$ cat src/rtl/time_base_pkg.sv
// Shared constants for the multi-channel timebase: default widths and divisors
// derived from the 16.368 MHz reference clock.
package time_base_pkg;

  localparam int unsigned REF_CLK_HZ = 16_368_000;

  // Pulse periods in reference-clock cycles: 0.1 s TIC, 0.9 ms accumulation.
  localparam int unsigned TIC_PERIOD_CYC = REF_CLK_HZ / 10;
  localparam int unsigned ACC_PERIOD_CYC = 14_731;

  localparam int unsigned DEF_CNT_W = 24;

  // A divisor of d yields a period of d+1 cycles.
  function automatic logic [DEF_CNT_W-1:0] div_for_period(input int unsigned cycles);
    return DEF_CNT_W'(cycles - 1);
  endfunction

  localparam logic [DEF_CNT_W-1:0] DEF_TIC_DIV = div_for_period(TIC_PERIOD_CYC);  // 24'h18F9BF
  localparam logic [DEF_CNT_W-1:0] DEF_ACC_DIV = div_for_period(ACC_PERIOD_CYC);  // 24'h398A

endpackage

$ cat src/rtl/tb_div_chan.sv
// One divider channel: down-counter with shadow-buffered divisor, run gating and
// an optional phase-realign (sync) input.
module tb_div_chan
  import time_base_pkg::*;
#(
  parameter int unsigned      CNT_W    = DEF_CNT_W,
  parameter logic [CNT_W-1:0] DEF      = CNT_W'(DEF_ACC_DIV),
  parameter bit               HAS_SYNC = 1'b0
) (
  input  logic             clk,
  input  logic             rst,
  input  logic             run,
  input  logic [CNT_W-1:0] divide,
  input  logic             div_wr,
  input  logic             sync_in,
  output logic             pulse,
  output logic [CNT_W-1:0] count,
  output logic             slip
);

  logic [CNT_W-1:0] cnt_q;
  logic [CNT_W-1:0] active_q;
  logic [CNT_W-1:0] pending_q;
  logic             pend_q;
  logic             slip_q;
  logic [CNT_W-1:0] eff_div;
  logic             reload;
  logic             do_sync;

  // A write landing on the reload cycle takes effect for that very reload.
  always_comb begin
    eff_div = active_q;
    if (div_wr) begin
      eff_div = divide;
    end else if (pend_q) begin
      eff_div = pending_q;
    end
  end

  assign pulse   = run && (cnt_q == '0);
  assign reload  = !run || pulse;
  assign do_sync = HAS_SYNC && run && sync_in && (cnt_q != '0);

  always_ff @(posedge clk or posedge rst) begin
    if (rst) begin
      cnt_q     <= DEF;
      active_q  <= DEF;
      pending_q <= DEF;
      pend_q    <= 1'b0;
      slip_q    <= 1'b0;
    end else begin
      slip_q <= 1'b0;
      if (reload) begin
        cnt_q    <= eff_div;
        active_q <= eff_div;
        pend_q   <= 1'b0;
      end else begin
        if (div_wr) begin
          pending_q <= divide;
          pend_q    <= 1'b1;
        end
        if (do_sync) begin
          cnt_q  <= '0;
          slip_q <= 1'b1;
        end else begin
          cnt_q <= cnt_q - 1'b1;
        end
      end
    end
  end

  assign count = cnt_q;
  assign slip  = slip_q;

endmodule

$ cat src/rtl/time_base_multi.sv
// Multi-channel timebase: preTIC/TIC pair with configurable lag, elapsed-TIC
// counter, and N_ACC independent accumulation-interrupt dividers.
module time_base_multi
  import time_base_pkg::*;
#(
  parameter int unsigned      CNT_W     = DEF_CNT_W,
  parameter int unsigned      N_ACC     = 2,
  parameter int unsigned      TIC_LAG   = 1,
  parameter int unsigned      TIC_NUM_W = 32,
  parameter logic [CNT_W-1:0] TIC_DEF   = CNT_W'(DEF_TIC_DIV),
  parameter logic [CNT_W-1:0] ACC_DEF   = CNT_W'(DEF_ACC_DIV)
) (
  input  logic                   clk,
  input  logic                   rst,
  input  logic                   run,
  input  logic [CNT_W-1:0]       tic_divide,
  input  logic                   tic_div_wr,
  input  logic [N_ACC*CNT_W-1:0] accum_divide,
  input  logic [N_ACC-1:0]       accum_div_wr,
  input  logic                   sync_in,
  output logic                   pre_tic_enable,
  output logic                   tic_enable,
  output logic [N_ACC-1:0]       accum_enable,
  output logic [CNT_W-1:0]       tic_count,
  output logic [N_ACC*CNT_W-1:0] accum_count,
  output logic [TIC_NUM_W-1:0]   tic_num,
  output logic                   sync_slip
);

  logic [TIC_LAG-1:0]   lag_q;
  logic [TIC_LAG-1:0]   lag_d;
  logic [TIC_NUM_W-1:0] tic_num_q;
  logic                 run_q;

  tb_div_chan #(
    .CNT_W    (CNT_W),
    .DEF      (TIC_DEF),
    .HAS_SYNC (1'b1)
  ) u_tic_chan (
    .clk     (clk),
    .rst     (rst),
    .run     (run),
    .divide  (tic_divide),
    .div_wr  (tic_div_wr),
    .sync_in (sync_in),
    .pulse   (pre_tic_enable),
    .count   (tic_count),
    .slip    (sync_slip)
  );

  for (genvar k = 0; k < int'(N_ACC); k++) begin : g_acc
    logic acc_slip_unused;

    tb_div_chan #(
      .CNT_W    (CNT_W),
      .DEF      (ACC_DEF),
      .HAS_SYNC (1'b0)
    ) u_acc_chan (
      .clk     (clk),
      .rst     (rst),
      .run     (run),
      .divide  (accum_divide[k*CNT_W +: CNT_W]),
      .div_wr  (accum_div_wr[k]),
      .sync_in (1'b0),
      .pulse   (accum_enable[k]),
      .count   (accum_count[k*CNT_W +: CNT_W]),
      .slip    (acc_slip_unused)
    );
  end

  // The lag line keeps shifting regardless of run so in-flight pulses still emerge.
  always_comb begin
    lag_d    = lag_q << 1;
    lag_d[0] = pre_tic_enable;
  end

  assign tic_enable = lag_q[TIC_LAG-1];

  always_ff @(posedge clk or posedge rst) begin
    if (rst) begin
      lag_q     <= '0;
      tic_num_q <= '0;
      run_q     <= 1'b0;
    end else begin
      lag_q <= lag_d;
      run_q <= run;
      if (run && !run_q) begin
        tic_num_q <= '0;
      end else if (run && tic_enable) begin
        tic_num_q <= tic_num_q + 1'b1;
      end
    end
  end

  assign tic_num = tic_num_q;

endmodule

$ cat config.mk
export PLATFORM = sky130hd
export DESIGN_NAME = time_base_multi
export DESIGN_NICKNAME = d
export VERILOG_FILES = /design/src/rtl/time_base_pkg.sv /design/src/rtl/tb_div_chan.sv /design/src/rtl/time_base_multi.sv
export SDC_FILE = /design/constraint.sdc
export NUM_CORES = 1
export LEC_CHECK = 0
export ABC_AREA = 1
export BUFFER_PORTS_ARGS = -buffer_cell sky130_fd_sc_hd__buf_2
export CAP_MARGIN = 0
export CORE_UTILIZATION = 46
export DETAILED_ROUTE_END_ITERATION = 12
export GPL_ROUTABILITY_DRIVEN = 1
export HOLD_SLACK_MARGIN = 0.15
export PLACE_DENSITY = 0.66
export SYNTH_ARGS = -nofsm -noshare
export SYNTH_HDL_FRONTEND = slang
export SYNTH_SLANG_ARGS = --single-unit
$ cat constraint.sdc
create_clock -name clk -period 8.45 [get_ports clk]
set_clock_uncertainty 0.1 [all_clocks]
set_input_delay 0 -clock clk [delete_from_list [all_inputs] [get_ports clk]]
set_output_delay 0 -clock clk [all_outputs]
set_load 0.05 [all_outputs]
==> out/metrics.csv, run 1 <==
stage,metric,value,unit
logic_synthesis,Synth top area share,30.3,%
place,hpwl dp,23100,um
worst_hold_path,Hold Crit Depth,4,
worst_setup_path,startpoint types,register,
clock_network,cts repair resizes,0,
worst_setup_path,Buf/Inv on CP,2,
worst_setup_path,Critical Path Sink Type,register,
worst_setup_path,Critical R2R Launch,g_acc[0].u_acc_chan.count[0],
worst_setup_path,CP cell instances,"inv_1, ha_1, nand3_1, nor2_2, nand2_4, nand2_4, inv_2, nand2_1, nand2_1",
global_route,M3 GR Usage,3.22,%
detailed_routing,Routed Antenna Nets,0,
detailed_routing,first drt pass iteration count,5,
global_route,largest net degree at the start of global routing,125,
logic_synthesis,leading area contributor after synthesis,dfrtp_1,
detailed_routing,vias,12947,
detailed_routing,# DRC,0,
finish,Syn-to-layout area delta,26.9,%
worst_hold_path,Tightest Hold Check Type,input port to register,
power,Sw Pwr,1.23,mW
finish,Post-Layout Cell Count,2581,
worst_setup_path,crit path max fanout,57,
logic_synthesis,Area contributors post-synth,"dfrtp_1, dfstp_2, nand2_1, o21ai_0, inv_1",
global_route,vias in the first global route,12204,
logic_synthesis,"Cell Area, Synth",13800,um^2
run,Max Cap Viol,0,
power,Clock Power Share,38.0,%
global_route,met2 Track Usage GR,38.1,%
logic_synthesis,#FFs+latches synth,254,
sta,Least-Margin Pin Slew,0.959,ns
clock_network,clk_lat worst skew,0.55,ns
sta,Tmin final,2.91,ns
logic_synthesis,Syn Inst Count,1864,
worst_setup_path,Crit path arrival time,3.24,ns
global_route,total global-route track usage,24.0,%
sta,Final Hold Fails,0,
die,chip height,175,um
sta,Slew Limit Fails,0,
detailed_routing,WL final,36400,um
die,die area,30700,um^2
global_route,gr ovfl total,0,
worst_setup_path,max incr delay on CP,0.67,ns
power,LEAKAGE,8.67,nW
logic_synthesis,Yosys cell types,37,
power,pwr dens,218,nW/um^2
clock_network,Setup Buffers After CTS,0,
sta,RSZ-0062 raised after global routing,no,
worst_setup_path,WP data required,8.78,ns
worst_hold_path,hold_sp,accum_divide[44],
power,cell-internal power,2.58,mW
clock_network,Clock Path Buffers,3,
sta,Max Fclk,343,MHz
place,routability congestion estimate,0.882,
die,initial core utilization,46.7,%
power,sequential share of power,39.5,%
logic_synthesis,Mapped Nets,1947,
clock_network,Sinks on Clock Net,254,
place,Port Buffers,187,
global_route,M1 GR Usage,34.1,%
die,# rows,63,
worst_setup_path,slowest CP cell,nand2_4,
global_route,first-pass GRT wire length,60700,um
logic_synthesis,post-synthesis sequential area ratio,46.9,%
sta,period utilisation layout,34.5,%
power,Sw Ratio,32.3,%
sta,Max-slew headroom,35.8,%
clock_network,CTS tree,yes,
logic_synthesis,"Avg Cell Area, Syn",7.40,um^2
run_status,outcome,"finished, final reports clean",
power,Worst VDD drop,0.173,mV
clock_network,Clk Tree Root Cell,clkbuf_16,
die,area of the core,29600,um^2
place,Placed Cells,2365,
clock_network,CTS Buf Count,30,
worst_setup_path,Crit Reg-Reg Endpoint,g_acc[0].u_acc_chan.count[5],
clock_network,Post-CTS Hold Fix Bufs,159,
worst_setup_path,r2r setup slk,5.54,ns
clock_network,Clock Pin Slew Worst Setup and Hold Paths,0.06,ns
worst_setup_path,"CP delay by family, top",simple AND/OR/NAND/NOR gates,
detailed_routing,Initial DRC Count,992,
finish,layout cells sized above 1,18.1,%
global_route,GRT Max-Usage Layer,met2,
logic_synthesis,Ys Warns,0,
worst_hold_path,Hold Path Sink,g_acc[1].u_acc_chan.pending_q[20],
die,I/O pin cnt,188,
clock_network,H-tree depth,1,
die,chip width,175,um
detailed_routing,Avg WL per Cell,14.1,um
finish,Nets,2249,
worst_setup_path,R2R depth,9,
finish,Util after Layout,59.2,%
power,Logic pwr share,22.5,%
detailed_routing,DR vias/cell,5.02,
sta,Final setup viols,0,
worst_setup_path,Crit Path Category,register to register,
sta,setup tns final,0,ns
global_route,antenna violations before repair,1,
==> worst max-delay path by stage <==
stage               depth (start not counted)                               to  slack (ns)                          from
floorplan                                   1  g_acc[0].u_acc_chan.active_q[0]        1.51                           rst
global placement                            9    g_acc[0].u_acc_chan.count[16]        5.73  g_acc[0].u_acc_chan.count[0]
detailed placement                          9    g_acc[0].u_acc_chan.count[14]        5.62  g_acc[0].u_acc_chan.count[0]
CTS                                         9     g_acc[0].u_acc_chan.count[5]        5.61  g_acc[0].u_acc_chan.count[0]
global route                                9    g_acc[0].u_acc_chan.count[19]        5.24  g_acc[0].u_acc_chan.count[0]
finish                                      9     g_acc[0].u_acc_chan.count[5]        5.54  g_acc[0].u_acc_chan.count[0]
==> routing by layer <==
metal,wire length (um),up-vias
met5,0,-
met4,1030,0
met3,1890,75
met2,16500,356
met1,17000,6007
li1,-,6509
==> registers in the layout, summed over array words and instances (netlist names) <==
signal,flops
tic_num,32
g_acc.u_acc_chan.count,48
g_acc.u_acc_chan.pending_q,48
g_acc.u_acc_chan.active_q,48
u_tic_chan.pending_q,24
g_acc.u_acc_chan.pend_q,2
u_tic_chan.pend_q,1
u_tic_chan.slip,1
run_q,1
u_tic_chan.active_q,24
u_tic_chan.count,24
tic_enable,1
==> final cells by class <==
cell class / count / area [um^2]
Antenna cell: 1 / 2.50
Sequential cell: 254 / 6460
Timing Repair Buffer: 352 / 2570
Clock buffer: 36 / 825
Clock inverter: 20 / 299
Inverter: 241 / 912
Multi-Input combinational cell: 1287 / 5950
Tap cell: 390 / 488
Fill cell: 2696 / 12000
==> power by group through the flow <==
stage          combinational, mW  sequential [mW]  clock, mW
2_1_floorplan              0.439             1.68          0
3_3_place_gp               0.788             1.52          0
3_5_place_dp               0.796             1.52          0
4_1_cts                    0.855             1.50       1.48
5_1_grt                    0.959             1.52       1.52
6_report                   0.858             1.51       1.45
==> per-stage QoR <==
stage	hold WS [ns]	area, um^2	worst slack [ns]	power [mW]
3_5_place_dp	0.126	14800	5.62	2.32
2_1_floorplan	-0.0686	13800	1.51	2.12
4_1_cts	0.150	17500	5.61	3.84
6_report	0.189	17500	5.54	3.81
5_1_grt	0.189	17500	5.24	4.01
3_3_place_gp	0.117	14800	5.73	2.31
==> worst min-delay path, delay by kind of cell <==
family,cells,cell delay (ns)
compound gates,1,0.08
buf+inv,3,0.72
==> layout by cell type, fill, tap and decap left out, types with 3 or more instances in the layout <==
cell type / instances
clkbuf_16: 31
nand3_2: 4
o21ai_2: 21
xor2_1: 6
dfrtp_1: 167
nand2_2: 15
o21ai_0: 267
nand4_1: 52
buf_2: 187
nand2_1: 578
dlygate4sd3_1: 159
nor3_1: 4
clkbuf_8: 3
ha_1: 4
buf_4: 6
clkinvlp_4: 4
inv_2: 3
nor3b_1: 3
o21ai_1: 30
inv_1: 236
nor2_1: 162
nor2_2: 11
dfstp_2: 87
a21oi_1: 15
clkinv_2: 6
bufinv_16: 7
nand3_1: 77
xnor2_1: 25
==> Yosys cell counts, drive strengths merged <==
library cell  instances
a21boi                1
a21oi                15
a32o                  1
and2                  1
buf                  51
clkbuf               31
clkinv                1
dfrtp               167
dfstp                87
ha                    4
inv                 240
nand2               595
nand3                83
nand3b                2
nand4                52
nor2                176
nor3                  4
nor3b                 3
o21ai               318
o21bai                1
xnor2                25
xor2                  6
==> logic make-up (layout without fill, tap and decap cells) <==
logic type	Yosys count	count (layout)	synth area share (%)
other cells	0	1	0
simple gates	916	916	27.9
xor+xnor	31	31	1.97
compound gates	336	336	12.8
fa+ha+maj	4	4	0.363
buf+inv	323	649	10.0
flops	254	254	46.9
(Power assumes the default switching activity.)
==> run 2: changes to the inputs <==
Clock period 8.45 ns to 2.9 ns, I/O delays scaled along.
==> run 2 against run 1 <==
Net effect:
- design area up 0.69%
- worst hold slack worse by 0.020 ns
- clock-buffer cell count up 9
- maximum frequency up 15%
- flip-flop and latch count unchanged
- register-to-register slack worse by 5.2 ns
- largest power group unchanged
- sequential power rose to 2.9 times the previous value
- global-route usage down 0.18 points
- cell count up 0.74%
- die area unchanged
- sequential share of layout area down 0.25 points
- routed wire length down 0.49%
==> out/metrics.csv, run 2 (synthesis results as in run 1) <==
stage,metric,value,unit,change
run_status,outcome,"finished, final reports clean",,
detailed_routing,WL final,36300,um,-0.49%
sta,Tmin final,2.54,ns,-0.373 ns
global_route,gr ovfl total,0,,unchanged
worst_setup_path,CP cell instances,"inv_1, ha_1, nand2_1, nor2_2, nand3_2, nand3_4, buf_12, o21ai_0, dlygate4sd3_1",,
worst_hold_path,Tightest Hold Check Type,input port to register,,
clock_network,H-tree depth,1,,unchanged
worst_setup_path,startpoint types,register,,
detailed_routing,Initial DRC Count,940,,-5.2%
sta,RSZ-0062 raised after global routing,no,,
worst_setup_path,Crit path arrival time,2.93,ns,-0.31 ns
worst_setup_path,crit path max fanout,26,,-54%
place,area post-placement,15000,um^2,+1.6%
clock_network,Sinks on Clock Net,254,,unchanged
power,Sw Ratio,32.9,%,+0.55 points
place,Port Buffers,187,,unchanged
worst_setup_path,WP data required,3.29,ns,-5.49 ns
clock_network,Clock Path Buffers,3,,unchanged
finish,Nets,2269,,+0.89%
die,chip height,175,um,unchanged
worst_setup_path,max incr delay on CP,0.57,ns,-0.10 ns
sta,Slew Limit Fails,0,,unchanged
power,Logic pwr share,24.1,%,+1.6 points
worst_setup_path,slowest CP cell,dlygate4sd3_1,,
power,sequential share of power,41.2,%,+1.7 points
power,LEAKAGE,8.75,nW,+0.90%
detailed_routing,DR vias/cell,4.99,,-0.62%
die,chip width,175,um,unchanged
sta,Final Hold Fails,0,,unchanged
power,Clock Power Share,34.7,%,-3.3 points
global_route,largest net degree at the start of global routing,51,,-59%
power,pwr dens,605,nW/um^2,+180%
finish,layout cells sized above 1,18.2,%,+0.16 points
die,# rows,63,,unchanged
die,die area,30700,um^2,unchanged
place,hpwl dp,24300,um,+5.0%
finish,"most common cell after layout, fill and taps aside",nand2_1,,
finish,"commonest non-fill, non-tap cells in the layout","nand2_1, o21ai_0, inv_1, buf_2, dfrtp_1",,
power,Worst VDD drop,0.420,mV,+140%
clock_network,Clock Pin Slew Worst Setup and Hold Paths,0.06,ns,about the same
global_route,vias in the first global route,12343,,+1.1%
detailed_routing,Avg WL per Cell,13.9,um,-1.2%
die,area of the core,29600,um^2,unchanged
sta,period utilisation layout,87.5,%,+53 points
global_route,antenna violations before repair,1,,unchanged
finish,final instance area,17600,um^2,+0.69%
detailed_routing,Routed Antenna Nets,0,,unchanged
die,I/O pin cnt,188,,unchanged
power,Sw Pwr,3.51,mW,+180%
power,cell-internal power,7.16,mW,+180%
clock_network,CTS tree,yes,,
sta,Max Fclk,394,MHz,+15%
clock_network,Clk Tree Root Cell,clkbuf_16,,
detailed_routing,# DRC,0,,unchanged
run,Max Cap Viol,0,,unchanged
global_route,first-pass GRT wire length,60400,um,-0.59%
worst_setup_path,Buf/Inv on CP,3,,+1
sta,Least-Margin Pin Slew,1.02,ns,+0.0594 ns
sta,Max-slew headroom,31.9,%,-3.9 points
finish,Util after Layout,59.6,%,+0.41 points
sta,WHS,0.169,ns,-0.0197 ns
sta,setup tns final,0,ns,unchanged
worst_setup_path,Crit Path Category,register to register,,
die,initial core utilization,46.7,%,unchanged
finish,Syn-to-layout area delta,27.8,%,
worst_setup_path,Critical Path Sink Type,register,,
clock_network,CTS Buf Count,29,,-3.3%
sta,Final setup viols,0,,unchanged
global_route,total global-route track usage,23.8,%,-0.18 points
worst_setup_path,"CP delay by family, top",buffers and inverters,,
detailed_routing,vias,12962,,+0.12%
place,routability congestion estimate,0.888,,+0.76%
detailed_routing,first drt pass iteration count,5,,unchanged
clock_network,clk_lat worst skew,0.55,ns,about the same
run 2: cell types whose count changed in the layout (fill, tap and decap cells not counted), moves of 3 or more:
cell / previous run / this run
dlygate4sd3_1: 159 / 162
clkbuf_1: 2 / 11
buf_12: 0 / 9
buf_4: 6 / 15
bufinv_16: 7 / 3
clkinvlp_4: 4 / 1
run 2: per-layer routing:
layer  global-route usage [%]  up-vias  share of wire (%)
li1                         -     6556                  -
met1                     33.6     5979                 47
met2                     38.1      366                 45
met3                     3.76       61                5.7
met4                     6.41        0                2.4
met5                        0        -                  0
run 2: what timing repair did:
action | CTS | global route
setup buffers | 0 | 0
gates resized for setup | 0 | 1
hold buffers | 162 | 0
endpoints found under the hold margin | 327 | 0
setup endpoints to repair | 0 | 3
run 2: worst paths after layout:
kind	startpoint	endpoint	slack, ns	depth (start not counted)
worst max-delay path	g_acc[1].u_acc_chan.count[1]	g_acc[1].u_acc_chan.pending_q[13]	0.36	9
worst min-delay path	tic_divide[17]	u_tic_chan.pending_q[17]	0.17	4
worst max register to register	g_acc[1].u_acc_chan.count[1]	g_acc[1].u_acc_chan.pending_q[13]	0.36	9
worst min register to register	g_acc[0].u_acc_chan.pending_q[12]	g_acc[0].u_acc_chan.pending_q[12]	0.36	2
max in group asynchronous	rst	g_acc[0].u_acc_chan.count[11]	1.17	5
min in group asynchronous	rst	g_acc[1].u_acc_chan.active_q[6]	0.71	4
run 2: power groups by stage:
stage          clock [mW]  combinational (mW)  sequential [mW]
4_1_cts              3.78                2.56             4.39
3_3_place_gp            0                2.33             4.43
2_1_floorplan           0                1.28             4.91
3_5_place_dp            0                2.36             4.44
6_report             3.70                2.57             4.39
5_1_grt              3.93                2.86             4.44
run 2: final cells by class:
| cell class | instances | area [um^2] |
|---|---|---|
| Fill cell | 2653 | 11900 |
| Sequential cell | 254 | 6460 |
| Multi-Input combinational cell | 1287 | 5950 |
| Timing Repair Buffer | 373 | 2850 |
| Inverter | 241 | 908 |
| Clock buffer | 45 | 836 |
| Tap cell | 390 | 488 |
| Clock inverter | 9 | 128 |
| Antenna cell | 1 | 2.50 |
run 2: tightest hold or removal path, cell delays in order:
cell,delay [ns]
dlygate4sd3_1,0.53
buf_2,0.13
inv_1,0.04
o21ai_0,0.08
run 2: stage by stage:
stage	cells	total power, mW	worst slack (ns)
6_report	2600	10.7	0.361
5_1_grt	2600	11.2	0.154
4_1_cts	2599	10.7	0.202
3_5_place_dp	2383	6.81	0.478
3_3_place_gp	2383	6.76	0.566
2_1_floorplan	1864	6.19	-0.473
